--- config.mk ---
export PLATFORM = sky130hd
export DESIGN_NAME = fwnoc_traffic_gen
export DESIGN_NICKNAME = d
export VERILOG_FILES = /design/src/rtl/fwnoc_pkg.sv /design/src/rtl/fwnoc_lfsr32.sv /design/src/rtl/fwnoc_traffic_gen.sv
export SDC_FILE = /design/constraint.sdc
export NUM_CORES = 1
export LEC_CHECK = 0
export CAP_MARGIN = 20
export CORE_MARGIN = 4
export CORE_UTILIZATION = 58
export CTS_CLUSTER_SIZE = 10
export DETAILED_ROUTE_END_ITERATION = 8
export PLACE_DENSITY_LB_ADDON = 0.05
export SLEW_MARGIN = 20
export SYNTH_ARGS = -nofsm -noshare
export SYNTH_HDL_FRONTEND = slang
export SYNTH_HIERARCHICAL = 1
export SYNTH_SLANG_ARGS = --single-unit
export TNS_END_PERCENT = 20
--- constraint.sdc ---
create_clock -name clock -period 6.9 [get_ports clock]
set_input_delay 1.38 -clock clock [delete_from_list [all_inputs] [get_ports clock]]
set_output_delay 1.38 -clock clock [all_outputs]
set_load 0.005 [all_outputs]
--- src/rtl/fwnoc_pkg.sv ---
// Shared definitions for the fwnoc traffic generator: header field layout,
// generator states and the payload LFSR polynomial with its step function.
package fwnoc_pkg;

    localparam int COORD_W       = 4;
    localparam int LEN_W         = 8;
    localparam int SEQ_W         = 8;
    localparam int HDR_DST_X_LSB = 28;
    localparam int HDR_DST_Y_LSB = 24;
    localparam int HDR_SRC_X_LSB = 20;
    localparam int HDR_SRC_Y_LSB = 16;
    localparam int HDR_LEN_LSB   = 8;
    localparam int HDR_SEQ_LSB   = 0;

    localparam logic [31:0] LFSR_POLY = 32'h8020_0003;

    typedef logic [COORD_W-1:0] coord_t;
    typedef logic [LEN_W-1:0]   len_t;
    typedef logic [SEQ_W-1:0]   seq_t;

    typedef enum logic [1:0] {
        ST_IDLE,
        ST_HDR,
        ST_PAYLOAD,
        ST_GAP
    } state_t;

    function automatic logic [31:0] hdr_flit(input coord_t dx, input coord_t dy,
                                             input coord_t sx, input coord_t sy,
                                             input len_t len, input seq_t seq);
        return (32'(dx)  << HDR_DST_X_LSB) | (32'(dy)  << HDR_DST_Y_LSB) |
               (32'(sx)  << HDR_SRC_X_LSB) | (32'(sy)  << HDR_SRC_Y_LSB) |
               (32'(len) << HDR_LEN_LSB)   | (32'(seq) << HDR_SEQ_LSB);
    endfunction

    // Right-shifting Galois step; the polynomial carries the x^32 tap in bit 31.
    function automatic logic [31:0] lfsr_next(input logic [31:0] s);
        return (s >> 1) ^ (s[0] ? LFSR_POLY : 32'h0);
    endfunction

endpackage

--- src/rtl/fwnoc_lfsr32.sv ---
// 32-bit Galois LFSR for generator payloads; a zero seed is forced to 1 so
// the register never locks up.
module fwnoc_lfsr32
    import fwnoc_pkg::*;
(
    input  logic        clock,
    input  logic        reset,
    input  logic        load,
    input  logic [31:0] seed,
    input  logic        advance,
    output logic [31:0] value
);

    logic [31:0] value_q;
    logic [31:0] value_d;

    always_comb begin
        value_d = value_q;
        if (load) begin
            value_d = (seed == 32'h0) ? 32'h1 : seed;
        end else if (advance) begin
            value_d = lfsr_next(value_q);
        end
    end

    always_ff @(posedge clock or negedge reset) begin
        if (!reset) begin
            value_q <= 32'h1;
        end else begin
            value_q <= value_d;
        end
    end

    assign value = value_q;

endmodule

--- src/rtl/fwnoc_traffic_gen.sv ---
// Packet source for a 32-bit ready/valid router port: header + payload flits,
// with an idle gap between packets. FWNOC_TRAFFIC_GEN_LFSR_EN selects LFSR payloads.
module fwnoc_traffic_gen
    import fwnoc_pkg::*;
#(
    parameter logic [3:0] X_ID = 4'd0,
    parameter logic [3:0] Y_ID = 4'd0
) (
    input  logic        clock,
    input  logic        reset,
    input  logic        start,
    input  logic [15:0] pkt_count,
    input  logic [7:0]  pkt_len,
    input  logic [3:0]  dst_x,
    input  logic [3:0]  dst_y,
    input  logic [7:0]  gap,
    input  logic [31:0] seed,
    output logic [31:0] o_dat,
    output logic        o_valid,
    input  logic        o_ready,
    output logic        busy,
    output logic        done,
    output logic [15:0] pkts_sent
);

    state_t      state_q, state_d;
    seq_t        seq_q, seq_d;
    len_t        idx_q, idx_d;
    len_t        len_q, len_d;
    logic [15:0] cnt_q, cnt_d;
    coord_t      dx_q, dx_d, dy_q, dy_d;
    logic [7:0]  gap_q, gap_d, gap_cnt_q, gap_cnt_d;
    logic [15:0] pkts_sent_q, pkts_sent_d;
    logic [31:0] o_dat_q, o_dat_d;
    logic        o_valid_q, o_valid_d;
    logic        busy_q, busy_d;
    logic        done_q, done_d;
    logic        zero_pend_q, zero_pend_d;

    logic        xfer;
    logic        start_acc;
    logic        end_pkt;
    logic [31:0] pay_first;
    logic [31:0] pay_next;

    assign xfer      = o_valid_q && o_ready;
    assign start_acc = (state_q == ST_IDLE) && !zero_pend_q && start;

`ifdef FWNOC_TRAFFIC_GEN_LFSR_EN
    logic [31:0] lfsr_value;
    logic        lfsr_adv;

    assign lfsr_adv = (state_q == ST_PAYLOAD) && xfer;

    fwnoc_lfsr32 u_lfsr (
        .clock   (clock),
        .reset   (reset),
        .load    (start_acc),
        .seed    (seed),
        .advance (lfsr_adv),
        .value   (lfsr_value)
    );

    // o_dat is registered, so the flit after the current one needs the next state.
    assign pay_first = lfsr_value;
    assign pay_next  = lfsr_next(lfsr_value);
`else
    logic unused_seed;
    assign unused_seed = ^seed;
    assign pay_first   = {seq_q, 16'h0, 8'h00};
    assign pay_next    = {seq_q, 16'h0, idx_q + 8'd1};
`endif

    always_comb begin
        state_d     = state_q;
        seq_d       = seq_q;
        idx_d       = idx_q;
        len_d       = len_q;
        cnt_d       = cnt_q;
        dx_d        = dx_q;
        dy_d        = dy_q;
        gap_d       = gap_q;
        gap_cnt_d   = gap_cnt_q;
        pkts_sent_d = pkts_sent_q;
        o_dat_d     = o_dat_q;
        o_valid_d   = o_valid_q;
        busy_d      = busy_q;
        zero_pend_d = 1'b0;
        done_d      = 1'b0;
        end_pkt     = 1'b0;

        case (state_q)
            ST_IDLE: begin
                if (zero_pend_q) begin
                    busy_d = 1'b0;
                    done_d = 1'b1;
                end else if (start) begin
                    cnt_d       = pkt_count;
                    len_d       = pkt_len;
                    dx_d        = dst_x;
                    dy_d        = dst_y;
                    gap_d       = gap;
                    seq_d       = '0;
                    pkts_sent_d = '0;
                    busy_d      = 1'b1;
                    if (pkt_count == 16'd0) begin
                        zero_pend_d = 1'b1;
                    end else begin
                        state_d   = ST_HDR;
                        o_valid_d = 1'b1;
                        o_dat_d   = hdr_flit(dst_x, dst_y, X_ID, Y_ID, pkt_len, 8'h00);
                    end
                end
            end
            ST_HDR: begin
                if (xfer) begin
                    if (len_q == 8'd0) begin
                        end_pkt = 1'b1;
                    end else begin
                        state_d = ST_PAYLOAD;
                        idx_d   = 8'd0;
                        o_dat_d = pay_first;
                    end
                end
            end
            ST_PAYLOAD: begin
                if (xfer) begin
                    if (idx_q == len_q - 8'd1) begin
                        end_pkt = 1'b1;
                    end else begin
                        idx_d   = idx_q + 8'd1;
                        o_dat_d = pay_next;
                    end
                end
            end
            ST_GAP: begin
                if (gap_cnt_q <= 8'd1) begin
                    state_d   = ST_HDR;
                    o_valid_d = 1'b1;
                    o_dat_d   = hdr_flit(dx_q, dy_q, X_ID, Y_ID, len_q, seq_q);
                end else begin
                    gap_cnt_d = gap_cnt_q - 8'd1;
                end
            end
            default: state_d = ST_IDLE;
        endcase

        if (end_pkt) begin
            pkts_sent_d = (pkts_sent_q == 16'hFFFF) ? pkts_sent_q : pkts_sent_q + 16'd1;
            seq_d       = seq_q + 8'd1;
            if (pkts_sent_q + 16'd1 == cnt_q) begin
                state_d   = ST_IDLE;
                o_valid_d = 1'b0;
                busy_d    = 1'b0;
                done_d    = 1'b1;
            end else if (gap_q == 8'd0) begin
                state_d   = ST_HDR;
                o_valid_d = 1'b1;
                o_dat_d   = hdr_flit(dx_q, dy_q, X_ID, Y_ID, len_q, seq_q + 8'd1);
            end else begin
                state_d   = ST_GAP;
                o_valid_d = 1'b0;
                gap_cnt_d = gap_q;
            end
        end
    end

    always_ff @(posedge clock or negedge reset) begin
        if (!reset) begin
            state_q     <= ST_IDLE;
            seq_q       <= '0;
            idx_q       <= '0;
            len_q       <= '0;
            cnt_q       <= '0;
            dx_q        <= '0;
            dy_q        <= '0;
            gap_q       <= '0;
            gap_cnt_q   <= '0;
            pkts_sent_q <= '0;
            o_dat_q     <= '0;
            o_valid_q   <= 1'b0;
            busy_q      <= 1'b0;
            done_q      <= 1'b0;
            zero_pend_q <= 1'b0;
        end else begin
            state_q     <= state_d;
            seq_q       <= seq_d;
            idx_q       <= idx_d;
            len_q       <= len_d;
            cnt_q       <= cnt_d;
            dx_q        <= dx_d;
            dy_q        <= dy_d;
            gap_q       <= gap_d;
            gap_cnt_q   <= gap_cnt_d;
            pkts_sent_q <= pkts_sent_d;
            o_dat_q     <= o_dat_d;
            o_valid_q   <= o_valid_d;
            busy_q      <= busy_d;
            done_q      <= done_d;
            zero_pend_q <= zero_pend_d;
        end
    end

    assign o_dat     = o_dat_q;
    assign o_valid   = o_valid_q;
    assign busy      = busy_q;
    assign done      = done_q;
    assign pkts_sent = pkts_sent_q;

endmodule

==> results of run 1 <==
==> cell families (layout without fill, tap and decap cells) <==
kind of cell,Yosys count,after routing,synth area share [%]
adder cells (fa/ha/maj),11,11,1.963
AO/OA/AOI/OAI,200,200,19.22
buffers and inverters,57,144,3.783
multiplexers,14,14,2.177
flip-flops,118,118,42.11
AND/OR/NAND/NOR,362,362,24.50
XOR/XNOR,50,50,6.246
==> cells in the final DEF, fill, tap and decap left out, types with 7 or more instances in the layout <==
cell | synthesis | routed
nand2_1 | 189 | 189
o31ai_1 | 8 | 8
nand3_1 | 23 | 23
ha_1 | 11 | 11
dfrtp_1 | 118 | 118
and2_1 | 15 | 15
nor4_1 | 11 | 11
and3_1 | 16 | 16
inv_1 | 12 | 12
xor2_1 | 21 | 21
nor3_1 | 19 | 19
a21oi_1 | 16 | 16
nand4_1 | 7 | 7
nor2b_1 | 11 | 11
a21boi_0 | 7 | 7
o21ai_0 | 74 | 74
a221o_1 | 7 | 7
o21ai_1 | 8 | 8
clkdlybuf4s50_1 | 0 | 93
mux2_2 | 10 | 10
clkbuf_16 | 0 | 17
nor2_1 | 44 | 44
a211oi_1 | 9 | 9
o22ai_1 | 9 | 9
xnor2_1 | 29 | 29
==> Yosys cell counts, types with 4 or more instances <==
library cell,n,area (um^2)
o31a_1,4,35.03
mux2_2,10,112.6
inv_1,12,45.04
o31ai_1,8,60.06
o22ai_1,9,56.30
a2bb2oi_1,6,52.55
a311oi_1,6,52.55
a211oi_1,9,67.56
a21bo_2,4,40.04
a21oi_1,16,80.08
nor2_1,44,165.2
nand3_1,23,115.1
dfrtp_1,118,2953
o21ai_1,8,40.04
buf_6,4,45.04
nand2_1,189,709.4
nor4_1,11,68.82
nand4_1,7,43.79
xor2_1,21,183.9
nor2b_1,11,68.82
buf_2,12,60.06
buf_1,4,15.01
a22o_1,6,52.55
and2_1,15,93.84
nand2b_1,4,25.02
a221o_1,7,70.07
clkbuf_1,22,82.58
o21ai_0,74,370.4
xnor2_1,29,254.0
nor3_1,19,95.09
mux2i_1,4,40.04
a21boi_0,7,52.55
and3_1,16,100.1
ha_1,11,137.6
==> state kept, by name, summed over array words and instances, names as in the netlist <==
| register | count |
|---|---|
| gap_q | 8 |
| busy | 1 |
| len_q | 8 |
| dx_q | 4 |
| gap_cnt_q | 8 |
| o_dat | 32 |
| done | 1 |
| o_valid | 1 |
| idx_q | 8 |
| zero_pend_q | 1 |
| dy_q | 4 |
| pkts_sent | 16 |
| seq_q | 8 |
| cnt_q | 16 |
| state_q | 2 |
==> worst max path at each step <==
stage | startpoint | end | cells past startpoint
final | pkt_count[10] | o_dat[22] | 8
after global routing | pkt_count[10] | o_dat[16] | 8
after CTS | pkt_count[10] | o_dat[16] | 8
after detailed placement | pkt_count[10] | o_dat[16] | 8
after global placement | pkt_count[2] | o_dat[17] | 8
after floorplan | pkt_count[10] | o_dat[16] | 7
==> through the flow <==
step           hold slack, ns  utilization, %  cells  power (mW)  area (um^2)
4_1_cts                0.4882           73.67   1041       3.243         8556
3_5_place_dp           0.4698           68.52   1009       2.332         7958
2_1_floorplan          0.4620               -    812       1.936         7012
5_1_grt                0.5107           73.94   1042       3.457         8587
3_3_place_gp           0.4682           68.52   1009       2.268         7958
6_report               0.4834           73.94   1042       3.258         8587
==> worst reg2reg max path: stages (launching register included) <==
cell and delay, ns:
dfrtp_1 0.50, inv_1 0.14, ha_1 0.32, nor2b_1 0.17, or3_1 0.36, a31oi_1 0.38
nand3_1 0.27, o31a_1 0.62, a311oi_4 0.37, buf_4 0.43, a211oi_1 0.12, a21oi_1 0.22
==> per-layer routing <==
metal / global-route usage, % / share of wire, % / vias to the layer above
met4: 13.04 / 2.6 / 0
li1: - / - / 3030
met3: 7.160 / 8.5 / 54
met2: 48.51 / 48 / 363
met5: 0 / 0 / -
met1: 36.56 / 40 / 3201
==> report_power, final <==
part / internal (mW) / total, mW / switching [mW]
sequential: 0.893 / 1.12 / 0.230
clock: 0.554 / 0.893 / 0.339
combinational: 0.544 / 1.24 / 0.698
==> layout make-up <==
class                           instances  area (um^2)
Clock buffer                           19        452.9
Timing Repair Buffer                  100         1003
Sequential cell                       118         2953
Multi-Input combinational cell        637         3809
Fill cell                             874         3027
Clock inverter                         13        145.1
Inverter                               12        45.04
Tap cell                              143        178.9
==> results.sh, run 1 <==
export IMPL_drc=0
export IMPL_seq_area_frac_synth_pct=42.11
export IMPL_start_util_pct=60.37
export IMPL_dieArea_um2=13910
export IMPL_ir_drop_uv=214.7
export IMPL_ant_nets=0
export IMPL_hold_depth=1
export IMPL_p_leak_nw=3.691
export IMPL_wl_per_cell_um=19.48
export IMPL_worst_pin_slew_ns=0.9724
export IMPL_synth_enable_flop_cells=0
export IMPL_async_reset_ff_share_pct=100.0
export IMPL_fmax_ghz=0.2237
export IMPL_status="finished clean"
export IMPL_core_area_um2=11610
export IMPL_cp_arrival_ns=4.82
export IMPL_synth_cells=812
export IMPL_clk_latency_ns=0.42
export IMPL_critPathMaxStageDelay_ns=0.71
export IMPL_r2r_cells=11
export IMPL_place_ws_ns=2.085
export IMPL_rsz0062_at_grt="false"
export IMPL_critPathSlowestCell="nand2_1"
export IMPL_hold_path_class="register to register"
export IMPL_r2r_end="o_dat[6]"
export IMPL_p_per_area_nw_per_um2=379.4
export IMPL_drtIter0Drc=1111
export IMPL_clockBufferDepth=2
export IMPL_cts_reportedPaths_clkPinSlew_ns=0.05
export IMPL_vias=6648
export IMPL_syn_nets=899
export IMPL_clock_skew_ns=0.01027
export IMPL_finalCritPeriodShare_pct=64.80
export IMPL_synth_cell_types=73
export IMPL_setup_viol=0
export IMPL_place_congestion=0.9372
export IMPL_hpwl_um=13510
export IMPL_cts_root_buf="clkbuf_16"
export IMPL_areaGrowthSynthToFinish_pct=22.47
export IMPL_path_max_fanout=19
export IMPL_crit_path_end_kind="register"
export IMPL_period_needed_ns=4.471
export IMPL_drt_wl_total_um=20300
export IMPL_drtPass1Iterations=6
export IMPL_hold_path_end="o_dat[17]"
export IMPL_worst_ep_required_time_ns=7.25
export IMPL_ys_flop_type="dfrtp_1"
export IMPL_tns_ns=0
export IMPL_grt_pass1_wl_um=33230
export IMPL_path_buf_inv=1
export IMPL_holdBufCountCts=0
export IMPL_max_slew_margin_rel_pct=35.17
export IMPL_die_h_um=118.0
export IMPL_grt_pass1_vias=6706
export IMPL_overflow=0
export IMPL_r2r_start="len_q[0]"
export IMPL_setup_slack_ns=2.429
export IMPL_cts_tree="done"
export IMPL_diodes=0
export IMPL_start_kind="input port"
export IMPL_numCtsBuffers=17
export IMPL_cap_viol_max_count=0
export IMPL_worstPathCellList="clkdlybuf4s50_1 > nor4_1 > nand4_1 > nand2_1 > nor2_1 > a31oi_1 > nor2b_2 > and2_1"
export IMPL_r2r_slack_ns=2.92
export IMPL_io_buffers=94
export IMPL_ys_ff_latch=118
export IMPL_yosysWarnings=6
export IMPL_cts_resized_gates=0
export IMPL_grt_use_total_pct=29.36
export IMPL_synth_area_um2=7012
export IMPL_drive_gt1_share_pct=8.343
export IMPL_antenna_found_initial=0
export IMPL_hp_start="o_dat[17]"
export IMPL_io_pin_count=127
export IMPL_grt_start_max_net_pins=81
export IMPL_ctsHtreeMaxLevel=4
export IMPL_synth_avg_cell_area_um2=8.635
export IMPL_postCtsSetupBuffers=0
export IMPL_final_hold_violation_count=0
export IMPL_worstSetupPathType="input port to register"
export IMPL_num_rows=39
export IMPL_die_width_um=118.0
export IMPL_drv_slew=0
export IMPL_cp_top_family="simple AND/OR/NAND/NOR gates"
export IMPL_finalNetCount=973
export IMPL_routed_via_density=6.380
export IMPL_clock_sinks=118
No activity file was read; power rests on OpenSTA's default activity.
==> run 2: changes to the inputs <==
- CORE_UTILIZATION: 58 -> 53
- clock period: 6.9 -> 4.5 ns (I/O delays scaled with it)
==> run 2 against run 1 <==
First-iteration DRC count down 42%. Total power up 57%. Via count down 1.9%. Sequential share of layout area down 0.38 points. Wire length down 2.4%. Global-route usage down 2.1 points. Flip-flop and latch count unchanged. Final area up 1.1%. Non-clock buffer count up 5. Register-to-register slack worse by 2.0 ns. Worst hold slack better by 0.0039 ns. Largest cell class unchanged.
==> results.sh, run 2 (synthesis gave the netlist of run 1 again) <==
export IMPL_cts_tree="done"
export IMPL_cp_top_family="compound AO/OA/AOI/OAI gates"
export IMPL_placed_area_um2=8039
export IMPL_grt_pass1_vias=6407
export IMPL_worst_ep_required_time_ns=4.79
export IMPL_cts_reportedPaths_clkPinSlew_ns=0.06
export IMPL_cts_resized_gates=0
export IMPL_fin_area_um2=8682
export IMPL_p_per_area_nw_per_um2=587.3
export IMPL_diodes=0
export IMPL_clockBufferDepth=2
export IMPL_period_needed_ns=3.555
export IMPL_path_max_fanout=39
export IMPL_hpwl_um=13830
export IMPL_clock_skew_ns=0.008486
export IMPL_dieArea_um2=15130
export IMPL_r2r_start="len_q[0]"
export IMPL_wl_per_cell_um=18.42
export IMPL_start_util_pct=54.89
export IMPL_vias=6523
export IMPL_areaGrowthSynthToFinish_pct=23.82
export IMPL_cap_viol_max_count=0
export IMPL_postCtsSetupBuffers=0
export IMPL_largest_reg_flops=32
export IMPL_grt_start_max_net_pins=65
export IMPL_setup_viol=0
export IMPL_io_pin_count=127
export IMPL_final_hold_violation_count=0
export IMPL_hold_path_class="register to register"
export IMPL_total_power_mw=5.099
export IMPL_startpoint="len_q[0]"
export IMPL_holdBufCountCts=0
export IMPL_fmax_ghz=0.2813
export IMPL_numPlacedInstances=1044
export IMPL_worst_pin_slew_ns=0.8795
export IMPL_clock_sinks=118
export IMPL_drtPass1Iterations=7
export IMPL_grt_use_total_pct=27.30
export IMPL_ir_drop_uv=320.5
export IMPL_overflow=0
export IMPL_drtIter0Drc=646
export IMPL_setup_slack_ns=0.9447
export IMPL_ant_nets=0
export IMPL_place_ws_ns=0.9083
export IMPL_rsz0062_at_grt="false"
export IMPL_drive_gt1_share_pct=8.628
export IMPL_die_width_um=123.0
export IMPL_grt_pass1_wl_um=32450
export IMPL_drc=0
export IMPL_io_buffers=94
export IMPL_tns_ns=0
export IMPL_path_buf_inv=2
export IMPL_place_congestion=0.9305
export IMPL_cp_arrival_ns=3.85
export IMPL_routed_via_density=6.062
export IMPL_final_util_pct=67.97
export IMPL_max_slew_margin_rel_pct=41.11
export IMPL_finalNetCount=978
export IMPL_final_cell_mix="nand2_1 (189), dfrtp_1 (118), clkdlybuf4s50_1 (93), o21ai_0 (74), nor2_1 (44)"
export IMPL_fin_cells=1076
export IMPL_cts_root_buf="clkbuf_16"
export IMPL_crit_top_cell="nand3_1"
export IMPL_worstPathCellList="inv_1 > ha_1 > nor2b_1 > or3_1 > a31oi_1 > nand3_1 > o31a_1 > a311oi_4 > buf_4 > o21bai_1 > nand3_1"
export IMPL_drv_slew=0
export IMPL_drt_wl_total_um=19820
export IMPL_p_leak_nw=3.727
export IMPL_antenna_found_initial=0
export IMPL_ctsHtreeMaxLevel=4
export IMPL_num_rows=41
export IMPL_worstSetupPathType="register to register"
export IMPL_clk_latency_ns=0.42
export IMPL_start_kind="register"
export IMPL_hold_ws_ns=0.4873
export IMPL_layout_commonest_cell="nand2_1"
export IMPL_hp_start="o_dat[17]"
export IMPL_critPathSlowestCell="dfrtp_1"
export IMPL_critPathMaxStageDelay_ns=0.51
export IMPL_status="finished clean"
export IMPL_crit_path_end_kind="register"
export IMPL_numCtsBuffers=17
export IMPL_core_area_um2=12770
export IMPL_die_h_um=123.0
export IMPL_finalCritPeriodShare_pct=79.01
-- run 2: worst paths after layout --
path / to / slack, ns / cells after the start
worst max register to register: o_dat[4] / 0.94 / 11
max in group asynchronous: o_dat[26] / 3.01 / 2
worst min register to register: o_dat[17] / 0.49 / 1
worst max-delay path: o_dat[4] / 0.94 / 11
worst min-delay path: o_dat[17] / 0.49 / 1
min in group asynchronous: o_dat[21] / 0.59 / 1
-- run 2: worst register-to-register path, stage by stage, from the launching register on --
cell and delay (ns):
dfrtp_1 0.51, inv_1 0.15, ha_1 0.32, nor2b_1 0.16, or3_1 0.36, a31oi_1 0.35, nand3_1 0.26, o31a_1 0.36
a311oi_4 0.26, buf_4 0.42, o21bai_1 0.20, nand3_1 0.08
-- run 2: cell type report --
cell class                      count  area, um^2
Inverter                           12       45.04
Fill cell                        1040        4091
Multi-Input combinational cell    637        3805
Tap cell                          172       215.2
Sequential cell                   118        2953
Timing Repair Buffer              105        1021
Clock buffer                       21       470.5
Clock inverter                     11       172.7
-- run 2: layer usage --
layer	track usage (%)	part of all wire, %	vias up
met4	11.07	2.9	0
li1	-	-	3031
met1	34.22	42	3162
met5	0	0	-
met2	46.67	50	273
met3	5.032	5.6	57
-- run 2: report_power, final --
part           total [mW]  internal (mW)  switching, mW
Clock                1.47          0.971          0.503
Sequential           1.73           1.37          0.358
Combinational        1.90          0.847           1.05
Total                5.10           3.19           1.91
